**src/rtl/iq_pkg.sv**
```systemverilog
// Shared types and helpers for the out-of-order issue queue.
package iq_pkg;

  localparam int IQ_DEPTH          = 8;
  localparam int IQ_DISPATCH_WIDTH = 2;
  localparam int IQ_WAKEUP_WIDTH   = 2;
  localparam int IQ_SRC_NUM        = 2;
  localparam int IQ_PREG_W         = 6;
  localparam int IQ_PAYLOAD_W      = 32;

  typedef struct packed {
    logic                                 valid;
    logic [IQ_SRC_NUM-1:0][IQ_PREG_W-1:0] psrc;
    logic [IQ_SRC_NUM-1:0]                src_rdy;
    logic [IQ_PREG_W-1:0]                 pdst;
    logic [IQ_PAYLOAD_W-1:0]              payload;
  } iq_entry_t;

  function automatic logic [IQ_DEPTH-1:0] onehot_lowest(input logic [IQ_DEPTH-1:0] v);
    onehot_lowest = '0;
    for (int i = IQ_DEPTH - 1; i >= 0; i--) begin
      if (v[i]) begin
        onehot_lowest    = '0;
        onehot_lowest[i] = 1'b1;
      end
    end
  endfunction

endpackage

```
**src/rtl/iq_age_matrix.sv**
```systemverilog
// Relative-age tracker: older[i][j]=1 means slot i was allocated before slot j.
// Lanes allocated in one cycle are ordered lane 0 oldest; all are younger than residents.
module iq_age_matrix #(
  parameter int DEPTH = 8,
  parameter int LANES = 2
) (
  input  logic                        clk,
  input  logic                        a_rst_n,
  input  logic [LANES-1:0][DEPTH-1:0] alloc_i,
  input  logic [DEPTH-1:0]            req_i,
  output logic [DEPTH-1:0]            oldest_o
);

  logic [DEPTH-1:0][DEPTH-1:0] older;
  logic [LANES-1:0][DEPTH-1:0] younger_than_lane;
  logic [DEPTH-1:0][DEPTH-1:0] row_val;
  logic [DEPTH-1:0]            is_alloc;

  always_comb begin
    younger_than_lane = '0;
    for (int k = 0; k < LANES; k++) begin
      for (int m = k + 1; m < LANES; m++) begin
        younger_than_lane[k] = younger_than_lane[k] | alloc_i[m];
      end
    end
  end

  // A new slot's row marks only later lanes of the same group as younger.
  always_comb begin
    is_alloc = '0;
    row_val  = '0;
    for (int i = 0; i < DEPTH; i++) begin
      for (int k = 0; k < LANES; k++) begin
        if (alloc_i[k][i]) begin
          is_alloc[i] = 1'b1;
          row_val[i]  = younger_than_lane[k];
        end
      end
    end
  end

  always_ff @(posedge clk) begin
    if (!a_rst_n) begin
      older <= '0;
    end else begin
      for (int i = 0; i < DEPTH; i++) begin
        for (int j = 0; j < DEPTH; j++) begin
          if (i != j) begin
            if (is_alloc[i]) begin
              older[i][j] <= row_val[i][j];
            end else if (is_alloc[j]) begin
              older[i][j] <= ~row_val[j][i];
            end
          end
        end
      end
    end
  end

  always_comb begin
    oldest_o = '0;
    for (int i = 0; i < DEPTH; i++) begin
      logic blocked;
      blocked = 1'b0;
      for (int j = 0; j < DEPTH; j++) begin
        if (req_i[j] && older[j][i]) blocked = 1'b1;
      end
      oldest_o[i] = req_i[i] && !blocked;
    end
  end

endmodule

```
**src/rtl/issue_queue_ooo.sv**
```systemverilog
// Out-of-order issue queue: multi-lane dispatch, tag wakeup with dispatch bypass,
// oldest-ready select over valid/ready, and flush.
module issue_queue_ooo
  import iq_pkg::*;
#(
  parameter int DEPTH          = IQ_DEPTH,
  parameter int DISPATCH_WIDTH = IQ_DISPATCH_WIDTH,
  parameter int WAKEUP_WIDTH   = IQ_WAKEUP_WIDTH,
  parameter int SRC_NUM        = IQ_SRC_NUM,
  parameter int PREG_W         = IQ_PREG_W,
  parameter int PAYLOAD_W      = IQ_PAYLOAD_W
) (
  input  logic                                 clk,
  input  logic                                 a_rst_n,
  input  logic                                 flush_i,
  input  logic [DISPATCH_WIDTH-1:0]            disp_valid_i,
  output logic                                 disp_ready_o,
  input  logic [DISPATCH_WIDTH*SRC_NUM*PREG_W-1:0] disp_psrc_i,
  input  logic [DISPATCH_WIDTH*SRC_NUM-1:0]    disp_src_rdy_i,
  input  logic [DISPATCH_WIDTH*PREG_W-1:0]     disp_pdst_i,
  input  logic [DISPATCH_WIDTH*PAYLOAD_W-1:0]  disp_payload_i,
  input  logic [WAKEUP_WIDTH-1:0]              wakeup_valid_i,
  input  logic [WAKEUP_WIDTH*PREG_W-1:0]       wakeup_preg_i,
  output logic                                 issue_valid_o,
  input  logic                                 issue_ready_i,
  output logic [PREG_W-1:0]                    issue_pdst_o,
  output logic [PAYLOAD_W-1:0]                 issue_payload_o,
  output logic [$clog2(DEPTH):0]               occupancy_o
);

  localparam int OCC_W = $clog2(DEPTH) + 1;

  iq_entry_t                             q [DEPTH];
  iq_entry_t                             new_ent [DISPATCH_WIDTH];
  logic [OCC_W-1:0]                      occ;
  logic [OCC_W-1:0]                      n_disp;
  logic [DEPTH-1:0]                      valid_vec;
  logic [DEPTH-1:0]                      free_mask;
  logic [DEPTH-1:0]                      eligible;
  logic [DEPTH-1:0]                      grant;
  logic [DEPTH-1:0][SRC_NUM-1:0]         wake_hit;
  logic [DISPATCH_WIDTH-1:0][DEPTH-1:0]  alloc_oh;
  logic                                  issue_fire;

  function automatic logic tag_match(
    input logic [PREG_W-1:0]              tag,
    input logic [WAKEUP_WIDTH-1:0]        vld,
    input logic [WAKEUP_WIDTH*PREG_W-1:0] tags
  );
    tag_match = 1'b0;
    for (int w = 0; w < WAKEUP_WIDTH; w++) begin
      if (vld[w] && tags[w*PREG_W +: PREG_W] == tag) tag_match = 1'b1;
    end
  endfunction

  assign occupancy_o  = occ;
  // Registered count only: a slot freed by this cycle's issue cannot be reused yet.
  assign disp_ready_o = ((OCC_W'(DEPTH) - occ) >= OCC_W'(DISPATCH_WIDTH)) && !flush_i;

  always_comb begin
    valid_vec = '0;
    eligible  = '0;
    wake_hit  = '0;
    for (int i = 0; i < DEPTH; i++) begin
      valid_vec[i] = q[i].valid;
      eligible[i]  = q[i].valid && (&q[i].src_rdy);
      for (int s = 0; s < SRC_NUM; s++) begin
        wake_hit[i][s] = tag_match(q[i].psrc[s], wakeup_valid_i, wakeup_preg_i);
      end
    end
  end

  always_comb begin
    free_mask = ~valid_vec;
    alloc_oh  = '0;
    n_disp    = '0;
    for (int k = 0; k < DISPATCH_WIDTH; k++) begin
      if (disp_valid_i[k] && disp_ready_o) begin
        alloc_oh[k] = onehot_lowest(free_mask);
        free_mask   = free_mask & ~alloc_oh[k];
        n_disp      = n_disp + OCC_W'(1);
      end
    end
  end

  always_comb begin
    for (int k = 0; k < DISPATCH_WIDTH; k++) begin
      new_ent[k]         = '0;
      new_ent[k].valid   = 1'b1;
      new_ent[k].pdst    = disp_pdst_i[k*PREG_W +: PREG_W];
      new_ent[k].payload = disp_payload_i[k*PAYLOAD_W +: PAYLOAD_W];
      for (int s = 0; s < SRC_NUM; s++) begin
        new_ent[k].psrc[s]    = disp_psrc_i[(k*SRC_NUM+s)*PREG_W +: PREG_W];
        new_ent[k].src_rdy[s] = disp_src_rdy_i[k*SRC_NUM+s] ||
                                tag_match(new_ent[k].psrc[s], wakeup_valid_i, wakeup_preg_i);
      end
    end
  end

  iq_age_matrix #(
    .DEPTH (DEPTH),
    .LANES (DISPATCH_WIDTH)
  ) u_age (
    .clk      (clk),
    .a_rst_n  (a_rst_n),
    .alloc_i  (alloc_oh),
    .req_i    (eligible),
    .oldest_o (grant)
  );

  assign issue_valid_o = (|eligible) && !flush_i;
  assign issue_fire    = issue_valid_o && issue_ready_i;

  always_comb begin
    issue_pdst_o    = '0;
    issue_payload_o = '0;
    for (int i = 0; i < DEPTH; i++) begin
      if (grant[i]) begin
        issue_pdst_o    = issue_pdst_o | q[i].pdst;
        issue_payload_o = issue_payload_o | q[i].payload;
      end
    end
  end

  always_ff @(posedge clk) begin
    if (!a_rst_n) begin
      occ <= '0;
      for (int i = 0; i < DEPTH; i++) q[i].valid <= 1'b0;
    end else if (flush_i) begin
      occ <= '0;
      for (int i = 0; i < DEPTH; i++) q[i].valid <= 1'b0;
    end else begin
      occ <= occ + n_disp - OCC_W'(issue_fire);
      for (int i = 0; i < DEPTH; i++) begin
        if (q[i].valid) begin
          for (int s = 0; s < SRC_NUM; s++) begin
            if (wake_hit[i][s]) q[i].src_rdy[s] <= 1'b1;
          end
        end
        if (issue_fire && grant[i]) q[i].valid <= 1'b0;
        // Allocated slots are never valid, so these writes never collide with the above.
        for (int k = 0; k < DISPATCH_WIDTH; k++) begin
          if (alloc_oh[k][i]) q[i] <= new_ent[k];
        end
      end
    end
  end

endmodule

```
**config.mk**
```make
export PLATFORM = sky130hd
export DESIGN_NAME = issue_queue_ooo
export DESIGN_NICKNAME = d
export VERILOG_FILES = /design/src/rtl/iq_pkg.sv /design/src/rtl/iq_age_matrix.sv /design/src/rtl/issue_queue_ooo.sv
export SDC_FILE = /design/constraint.sdc
export NUM_CORES = 1
export LEC_CHECK = 0
export CAP_MARGIN = 40
export CELL_PAD_IN_SITES_DETAIL_PLACEMENT = 1
export CELL_PAD_IN_SITES_GLOBAL_PLACEMENT = 2
export CORE_MARGIN = 2
export CORE_UTILIZATION = 42
export DETAILED_ROUTE_END_ITERATION = 16
export PLACE_DENSITY_LB_ADDON = 0.1
export SLEW_MARGIN = 5
export SYNTH_ARGS = -nofsm -noshare
export SYNTH_HDL_FRONTEND = slang
export SYNTH_SLANG_ARGS = --single-unit
export TNS_END_PERCENT = 5
```
**constraint.sdc**
```tcl
create_clock -name clk -period 8.6 [get_ports clk]
set_input_delay 1.72 -clock clk [delete_from_list [all_inputs] [get_ports clk]]
set_output_delay 1.72 -clock clk [all_outputs]
set_load 0.02 [all_outputs]
```
[Word-level counts from Yosys, hierarchy flattened]
Memory sizes are Yosys's and may differ from the RTL's.
Index checks and enable logic that the tools add are counted.
Word-level totals
  register bits after elaboration: 60
  latch bits: 0
  RAM bits: 424
  memory bits (read-only): 0
  input bits: 124
  output and inout bits: 44
  word-level logic and storage cells: 963
  memories kept: 1
Cells by class
  add/subtract/negate cells: 4
  $mul: 0
  div/mod/pow operators: 0
  $lt $le $gt $ge: 1
  equality and inequality tests: 40
  shift operators: 0
  mux-type cells: 530
  bitwise operators: 154
  reduce and logical (&&, ||, !) cells: 176
Memories
  q: words 8, bits a word 53, rd ports 8, clocked after memory_dff 0, wr ports 8, line issue_queue_ooo.sv:33  | iq_entry_t q [DEPTH];
Operators with widths (count)
  $mux W1: 461
  $mux W38: 8
  $mux W8: 34
  $mux W32: 8
  $eq A6 B6 Y1: 40
  $or A32 B32 Y32: 7
  $logic_and A1 B1 Y1: 125
  $mux W12: 8
  $or A1 B1 Y1: 80
  $not A1 Y1: 57
  $reduce_bool A2 Y1: 28
  $mux W6: 8
  $or A6 B6 Y6: 7
  $not A8 Y8: 2
  $reduce_and A2 Y1: 8
  $mux W7: 2
  $logic_not A1 Y1: 9
  $and A8 B8 Y8: 1
  $reduce_or A8 Y1: 1
  $add A4 B1 Y4 const B: 1
  $add A4 B4 Y4: 1
  $ge A4 B2 Y1 const B: 1
  $logic_or A1 B1 Y1: 4
  $mux W4: 1
  other kinds (3): 3

[Longest topological paths before layout]
Gate-level depths: netlist of run 1.
An unclocked memory read counts as a cell.
  depth in word-level cells: 28
  depth in mapped cells: 16
  depth with buffers taken out: 15

[By module]
Synthesis of run 1 repeated with hierarchy kept, for this count alone.
Unflattened totals
  cells, all modules: 2022
  area total of the unflattened synthesis: 26045.0 um^2
Modules (own cells, without submodules)
  issue_queue_ooo: times used 1, cells an instance 1718, area an instance 23522.6 um^2, sequential area each 12752.2 um^2
  iq_age_matrix: times used 1, cells an instance 304, area an instance 2522.4 um^2, sequential area each 1121.1 um^2

[Least setup slack after synthesis of run 1]
Ideal clock, no wire load.
  path type: input port to flip-flop
  start point: input flush_i
  end point: memory q[1][0] in the netlist's numbering, enable pin
  library setup time: 0.532 ns
  arrival: 6.640 ns
  required time: 8.068 ns
  path slack: 1.428 ns
  stages: 7
  path buffers: 2
  cell sequence: clkbuf_1 -> a41o_1 -> buf_2 -> clkinv_1 -> nand3_1 -> or3_1 -> o21ai_0
RTL lines
  start, declared: line issue_queue_ooo.sv:15  | input logic flush_i,
  end, declared: line issue_queue_ooo.sv:33

==> impl_metrics.yaml, run 1 <==
critical_path:
  crit_type: "flop to primary output"
  startpoint_type: "flop"
  worstPathArrival_ps: 4380
  critPathMaxStageDelay_ps: 740
  crit_chain: "and3_1 -> a22o_1 -> a2111oi_2 -> buf_4 -> a22o_1 -> a221oi_1 -> nand3_1 -> clkdlybuf4s50_1"
  cpMostUsedCell: "a22o_1"
  cp-end-kind: "primary output"
  worstPathMaxFanout: 39
  required_ps: 6880
  slowest_stage: "edfxtp_1"
cts:
  cts_resized: 0
  cts.clk_slew.worst_paths_ps: 60
  hold_buffers: 0
  cts_root_buf: "clkbuf_16"
  cts_made_buffers: 55
  cts_tree: "yes"
  worstSkewPairLatency_ps: 630
  cts_buffer_depth: 3
  clock-sinks: 484
  cts_setup_buffers: 0
  h-tree-depth: 2
grt:
  grt_max_degree: 48
  grt_pass1_vias: 19000
  overflow: 0
  grt_antenna_before_repair: 2
  grt_use_total: 0.272
  grt_first_pass_wirelength_mm: 127
cells_and_area:
  fin_nets: 2225
  drive_above_1_share: 0.266
  syn_to_final_growth_pct: 17.5
  antenna_cells: 0
  design_area_um2: 30000
  final_cells: 2915
placement:
  place_area_um2: 28300
  place.gp.congestion: 0.840
  port_buffers: 167
  post-dp-hpwl_mm: 50.4
  dp.cells: 2817
synth:
  ys_types: 61
  synth_top_cell_by_area: "edfxtp_1"
  syn_avg_cell_area_um2: 13.0
  synth_area_leaders: "edfxtp_1 (49%), mux2_2 (17%), dfxtp_1 (5.2%)"
  ys.warnings.count: 0
  synth_most_common_cell: "edfxtp_1"
  synth_edf_count: 418
  synth_top_area_share: 0.491
  synthArstFlopShare: 0
  syn_area_um2: 25600
  synth_seq_cells: 484
  synthCells: 1964
  syn-num-nets: 2097
  ys.flop_type: "edfxtp_1"
  synthTopCellsByCount: "edfxtp_1 (418), mux2_2 (395), xnor2_1 (148), clkbuf_1 (105), xor2_1 (99)"
  seq_area_frac_synth: 0.543
routing:
  drt_pass1_iterations: 5
  wirelength_mm: 85.7
  drcViolationCount: 0
  routedWlPerCell_um: 29.4
  viasPerCell: 6.12
  first_iter_violations: 1317
  num_vias: 17800
  ant_nets: 0
sta:
  rsz0062_at_grt: "no"
  max_freq_mhz: 164
  tightest_slew_ps: 900
  fin_setup_tns_ps: 0
  finalCriticalPeriod_ps: 6100
  hold_viol_final: 0
  setup_viol: 0
  drv_slew: 0
  slew_headroom: 0.394
  skew_ps: 22.6
  finalCritPeriodShare: 0.709
floorplanning:
  die_h_um: 251
  start_util: 0.424
  rows: 90
  die_area_um2: 62800
  core_um2: 60200
  die_w_um: 251
  io_pins: 168
min_path:
  min_path_type: "flop to flop"
power:
  peakVddDrop_v: 0.000162
  power.density_nw_per_um2: 184
  p_total_w: 0.00552
  p_leak_nw: 9.82
status:
  status: "finished, final reports clean"
job:
  drv_cap: 0
[layout make-up]
cell class	count	area [um^2]
Clock inverter	23	170
Timing Repair Buffer	230	2360
Tap cell	782	978
Inverter	26	97.6
Sequential cell	484	13900
Fill cell	6001	30200
Multi-Input combinational cell	1295	11000
Clock buffer	75	1510
[worst max-delay path, delay by kind of cell, from the launching register on]
kind            cells  cell delay, ps
buf+inv             2            1280
flops               1             740
compound gates      4             970
simple gates        2             730
[through the flow]
stage,hold slack (ps),setup slack [ps],util
floorplan,423,1430,-
global placement,438,2750,0.465
detailed placement,443,2790,0.471
CTS,452,2480,0.499
global route,471,2390,0.499
finish,457,2500,0.499
[cell families (layout without fill, tap and decap cells)]
group	after synthesis	in the layout	share of synthesized area
DFF	484	484	0.543
muxes	400	400	0.176
AOI/OAI and AO/OA	349	349	0.0980
and+or+nand+nor	288	288	0.0613
xor gates and xnor gates	247	247	0.0847
buffers and inverters	185	354	0.0313
adders and majority gates	11	11	0.00548
[registers in the layout, summed over array words and instances, names as in the netlist]
name,flops
u_age.older,56
occupancy_o,4
q,424
[layout by cell type, fill, tap and decap left out, types with 46 or more instances in the layout]
cell type	synthesis	final
a21oi_1	62	62
nand4_1	53	53
a22oi_1	98	98
a22o_1	46	46
mux2_2	395	395
xnor2_1	148	148
nand2_1	47	46
xor2_1	99	99
buf_4	6	49
edfxtp_1	418	418
dfxtp_1	66	66
clkdlybuf4s50_1	0	167
nand3_1	62	59
clkbuf_16	0	56
[final timing paths]
| kind | start | end | slack (ps) | cells past startpoint |
|---|---|---|---|---|
| min | u_age.older[58] | u_age.older[58] | 460 | 2 |
| max | q[1][105] | issue_pdst_o[4] | 2500 | 8 |
| min reg2reg | u_age.older[58] | u_age.older[58] | 460 | 2 |
| max reg2reg | occupancy_o[1] | u_age.older[20] | 4170 | 12 |
[report_power, final]
part / internal (W) / switching, W / total (W) / leakage [nW]
Clock: 0.00126 / 0.000977 / 0.00224 / 0.825
Sequential: 0.00261 / 0.0000386 / 0.00265 / 4.34
Combinational: 0.000273 / 0.000355 / 0.000628 / 4.66
[per-layer routing]
layer  share of wire  routed length [um]  up-vias  GRT usage
met5         0.00031                  27        -          0
met4           0.022                1880        4     0.0712
met2            0.50               42700      482      0.471
met3           0.049                4200      126     0.0319
li1                -                   -     7818          -
met1            0.43               36900     9416      0.363
(Power assumes the default switching activity.)
==> run 2, diff against run 1 <==
==> constraint.sdc (replaced) <==
create_clock -name clk -period 6.3 [get_ports clk]
set_input_delay 1.26 -clock clk [delete_from_list [all_inputs] [get_ports clk]]
set_output_delay 1.26 -clock clk [all_outputs]
set_load 0.02 [all_outputs]
==> run 2 against run 1 <==
  * Sequential share of layout area shrank 0.46 points
  * Power rose by 40%
  * Final area rose by 1.0%
  * Wire length is 0.35% lower
  * Clock skew up 3.8 ps
  * Clock power up 46%
  * First-iteration DRC count is 20% lower
  * Count of clock-buffer cells in the layout is 8 lower
  * Via count decreased by 0.71%
  * Critical endpoint unchanged
  * Highest routed layer unchanged
==> impl_metrics.yaml, run 2 (same netlist as run 1, synthesis figures left out) <==
status:
  status: "finished, final reports clean"
sta:
  fin_setup_tns_ps: 0
  hold_slack_ps: 458
  tightest_slew_ps: 875
  slew_headroom: 0.410
  max_freq_mhz: 186
  finalCritPeriodShare: 0.853
  skew_ps: 26.4
  setup_viol: 0
  finalCriticalPeriod_ps: 5380
  rsz0062_at_grt: "no"
  drv_slew: 0
  hold_viol_final: 0
cells_and_area:
  fin_nets: 2241
  layout_commonest_cell: "edfxtp_1"
  final_util: 0.503
  drive_above_1_share: 0.273
  syn_to_final_growth_pct: 18.7
  mostFrequentLayoutCells: "edfxtp_1 (418), mux2_2 (395), clkdlybuf4s50_1 (167)"
  top_register: "q"
  design_area_um2: 30300
  fill_cells: 5991
  largest_register_ffs: 424
floorplanning:
  die_h_um: 251
  core_um2: 60200
  die_area_um2: 62800
  die_w_um: 251
  io_pins: 168
  start_util: 0.424
  rows: 90
power:
  power_switching_w: 0.00191
  clock_power_share: 0.422
  p_int_w: 0.00583
  p_comb_frac: 0.110
  p_leak_nw: 9.97
  power.density_nw_per_um2: 255
  swShare: 0.247
  peakVddDrop_v: 0.000193
  power_frac_seq: 0.468
routing:
  routedWlPerCell_um: 29.0
  first_iter_violations: 1057
  drcViolationCount: 0
  num_vias: 17700
  wirelength_mm: 85.4
  viasPerCell: 6.03
  ant_nets: 0
  drt_pass1_iterations: 5
grt:
  grt_use_total: 0.270
  grt_max_degree: 55
  grt_first_pass_wirelength_mm: 126
  overflow: 0
  grt_pass1_vias: 18800
  grt_antenna_before_repair: 7
cts:
  cts_root_buf: "clkbuf_16"
  cts.clk_slew.worst_paths_ps: 70
  clock-sinks: 484
  worstSkewPairLatency_ps: 630
  h-tree-depth: 2
  cts_setup_buffers: 0
  cts_tree: "yes"
  cts_resized: 0
  cts_buffer_depth: 3
  hold_buffers: 0
  cts_made_buffers: 56
critical_path:
  worstPathArrival_ps: 4120
  crit_type: "flop to primary output"
  startpoint_type: "flop"
  worstPathMaxFanout: 18
  required_ps: 5040
  cp-end-kind: "primary output"
placement:
  port_buffers: 167
  place_area_um2: 28500
  place.gp.congestion: 0.846
  post-dp-hpwl_mm: 51.9
min_path:
  min_path_type: "flop to flop"
job:
  drv_cap: 0
## run 2: changes by cell type in the layout (fill, tap and decap cells not counted), moves of 3 or more
cell / change
buf_12: +5
buf_16: -3
buf_4: +6
buf_8: +5
bufinv_16: +4
clkbuf_1: -7
clkinv_1: +9
diode_2: +3
## run 2: power groups by stage
stage | sequential [W] | combinational, W | clock (W)
2_1_floorplan | 0.00367 | 0.000483 | 0
6_report | 0.00362 | 0.000854 | 0.00326
3_3_place_gp | 0.00368 | 0.000820 | 0
4_1_cts | 0.00362 | 0.000857 | 0.00332
3_5_place_dp | 0.00368 | 0.000851 | 0
5_1_grt | 0.00362 | 0.000919 | 0.00342
## run 2: worst max-delay path, stage by stage (launching register included)
cell             delay (ps)
dfxtp_1                 530
and3_1                  350
a22o_1                  260
a221oi_1                220
and4_2                  660
buf_4                   380
a221oi_1                130
nand3_1                 240
clkdlybuf4s50_1         670
## run 2: final timing paths
check / end / slack [ps] / cells past startpoint / startpoint
max: issue_pdst_o[4] / 920 / 8 / q[0][158]
min: u_age.older[31] / 460 / 1 / u_age.older[31]
max reg2reg: occupancy_o[2] / 2270 / 15 / occupancy_o[0]
min reg2reg: u_age.older[31] / 460 / 1 / u_age.older[31]
## run 2: metrics by stage
step,power (W),setup WS (ps),std cells
global placement,0.00450,1360,2815
floorplan,0.00415,140,1964
finish,0.00773,925,2941
CTS,0.00779,893,2938
detailed placement,0.00453,1400,2832
global route,0.00797,680,2940
## run 2: area by class of cell
class	count	area [um^2]	area share
diodes	3	7.51	0.000248
clock buffers	67	1480	0.0489
clock inverters	39	343	0.0113
inverters	26	97.6	0.00322
multi-input cells	1295	11000	0.364
flip-flops and latches	484	13900	0.457
well taps	782	978	0.0323
repair buffers	245	2510	0.0828
## run 2: layer usage
layer,wire length [um],track usage,up-vias
met1,37700,0.364,9263
met5,65,0,-
li1,-,-,7885
met3,4580,0.0433,123
met4,1930,0.0686,10
met2,41100,0.455,439
==> run 3, diff against run 2 <==
--- a/config.mk
+++ b/config.mk
@@ -9,8 +9,9 @@
 export CELL_PAD_IN_SITES_DETAIL_PLACEMENT = 1
 export CELL_PAD_IN_SITES_GLOBAL_PLACEMENT = 2
 export CORE_MARGIN = 2
-export CORE_UTILIZATION = 42
+export CORE_UTILIZATION = 45
 export DETAILED_ROUTE_END_ITERATION = 16
+export DONT_BUFFER_PORTS = 1
 export PLACE_DENSITY_LB_ADDON = 0.1
 export SLEW_MARGIN = 5
 export SYNTH_ARGS = -nofsm -noshare
==> run 3 against run 2 <==
  * Count of clock-buffer cells in the layout rose by 9
  * Sequential share of layout area rose by 3.3 points
  * Wire length fell by 1.6%
  * Worst hold slack improved by 1.1 ps
  * Largest power group unchanged
  * Critical path depth fell by 1
  * First-iteration DRC count rose by 47%
  * Critical endpoint is now issue_payload_o[24]
  * Cell count fell by 7.5%
  * Clock skew fell by 2.3 ps
==> impl_metrics.yaml, run 3 (same netlist as run 1, synthesis figures left out) <==
power:
  p_leak_nw: 9.18
  power.density_nw_per_um2: 257
  p_total_w: 0.00728
  peakVddDrop_v: 0.000203
routing:
  wirelength_mm: 84.1
  drt_pass1_iterations: 5
  ant_nets: 0
  num_vias: 17200
  drcViolationCount: 0
  wl_met3_mm: 5.29
  viasPerCell: 6.33
  m1WireLength_mm: 35.4
  top_layer: "met4"
  first_iter_violations: 1555
  wl_met2_mm: 41.6
  routedWlPerCell_um: 30.9
cells_and_area:
  top_register: "q"
  design_area_um2: 28300
  largest_register_ffs: 424
  fin_nets: 2053
  mostFrequentLayoutCells: "edfxtp_1 (418), mux2_2 (395), xnor2_1 (148)"
  drive_above_1_share: 0.289
  syn_to_final_growth_pct: 10.8
  antenna_cells: 0
  layout_commonest_cell: "edfxtp_1"
sta:
  fin_setup_tns_ps: 0
  setup_viol: 0
  finalCritPeriodShare: 0.800
  hold_viol_final: 0
  max_freq_mhz: 198
  drv_slew: 0
  rsz0062_at_grt: "no"
  tightest_slew_ps: 938
  skew_ps: 24.1
  finalCriticalPeriod_ps: 5040
  slew_headroom: 0.375
cts:
  cts_setup_buffers: 0
  clock-sinks: 484
  h-tree-depth: 2
  cts_root_buf: "clkbuf_16"
  cts_resized: 0
  cts_made_buffers: 55
  cts_tree: "yes"
  cts.clk_slew.worst_paths_ps: 60
  hold_buffers: 0
  cts_buffer_depth: 3
  worstSkewPairLatency_ps: 610
critical_path:
  critPathMaxStageDelay_ps: 840
  slowest_stage: "edfxtp_1"
  cpMostUsedCell: "a22o_1"
  worstPathArrival_ps: 3780
  crit_family: "compound AO/OA/AOI/OAI gates"
  worstPathMaxFanout: 39
  startpoint_type: "flop"
  cp-end-kind: "primary output"
  required_ps: 5040
  crit_chain: "and3_1 -> a22o_1 -> a2111oi_2 -> buf_4 -> a22o_1 -> a221oi_1 -> nand3_1"
  crit_type: "flop to primary output"
  cp_num_buf_inv: 1
grt:
  grt_first_pass_wirelength_mm: 125
  grt_pass1_vias: 18500
  grt_antenna_before_repair: 0
  grt_use_total: 0.285
  overflow: 0
  grt_max_degree: 48
placement:
  post-dp-hpwl_mm: 51.1
  port_buffers: 0
  place_area_um2: 26600
  place.gp.congestion: 0.881
floorplanning:
  rows: 87
  core_um2: 56300
  die_area_um2: 58700
  die_h_um: 242
  die_w_um: 242
  io_pins: 168
  start_util: 0.454
job:
  drv_cap: 0
status:
  status: "finished, final reports clean"
min_path:
  min_path_type: "flop to flop"
## run 3: worst paths after layout
kind	startpoint	end	slack, ps	cells after the start
worst max-delay path	q[1][105]	issue_payload_o[24]	1260	7
worst min register to register	u_age.older[52]	u_age.older[52]	460	2
worst min-delay path	u_age.older[52]	u_age.older[52]	460	2
worst max register to register	occupancy_o[1]	q[1][0]	1830	9
## run 3: area by class of cell
cell class / instances / area (um^2)
Clock buffer: 76 / 1520
Clock inverter: 25 / 185
Fill cell: 5622 / 28000
Inverter: 26 / 97.6
Multi-Input combinational cell: 1295 / 11000
Sequential cell: 484 / 13900
Tap cell: 756 / 946
Timing Repair Buffer: 58 / 653
## run 3: layer usage
layer	up-vias	global-route usage
li1	7484	-
met1	9098	0.368
met2	543	0.489
met3	99	0.0534
met4	0	0.0772
met5	-	0
## run 3: report_power, final
| group | switching (W) | internal [W] | leakage, nW |
|---|---|---|---|
| logic | 0.000308 | 0.000271 | 4.00 |
| clock network | 0.00131 | 0.00176 | 0.840 |
| registers | 0.0000574 | 0.00357 | 4.34 |
| total | 0.00168 | 0.00560 | 9.18 |
## run 3: worst reg2reg max path, stage by stage, from the launching register on
cell and delay, ps:
dfxtp_1 530, inv_1 140, ha_1 300, a211oi_1 250, a41o_1 500, clkinv_1 540
and3_1 430, nand3_4 350, buf_4 710, mux2_2 460
## run 3: stage by stage
step | setup WS [ps] | cells | hold WS (ps) | util
global route | 1110 | 2720 | 490 | 0.503
global placement | 1920 | 2602 | 444 | 0.467
detailed placement | 1890 | 2619 | 445 | 0.473
finish | 1260 | 2720 | 459 | 0.503
CTS | 1240 | 2720 | 461 | 0.503
floorplan | 140 | 1964 | 423 | -
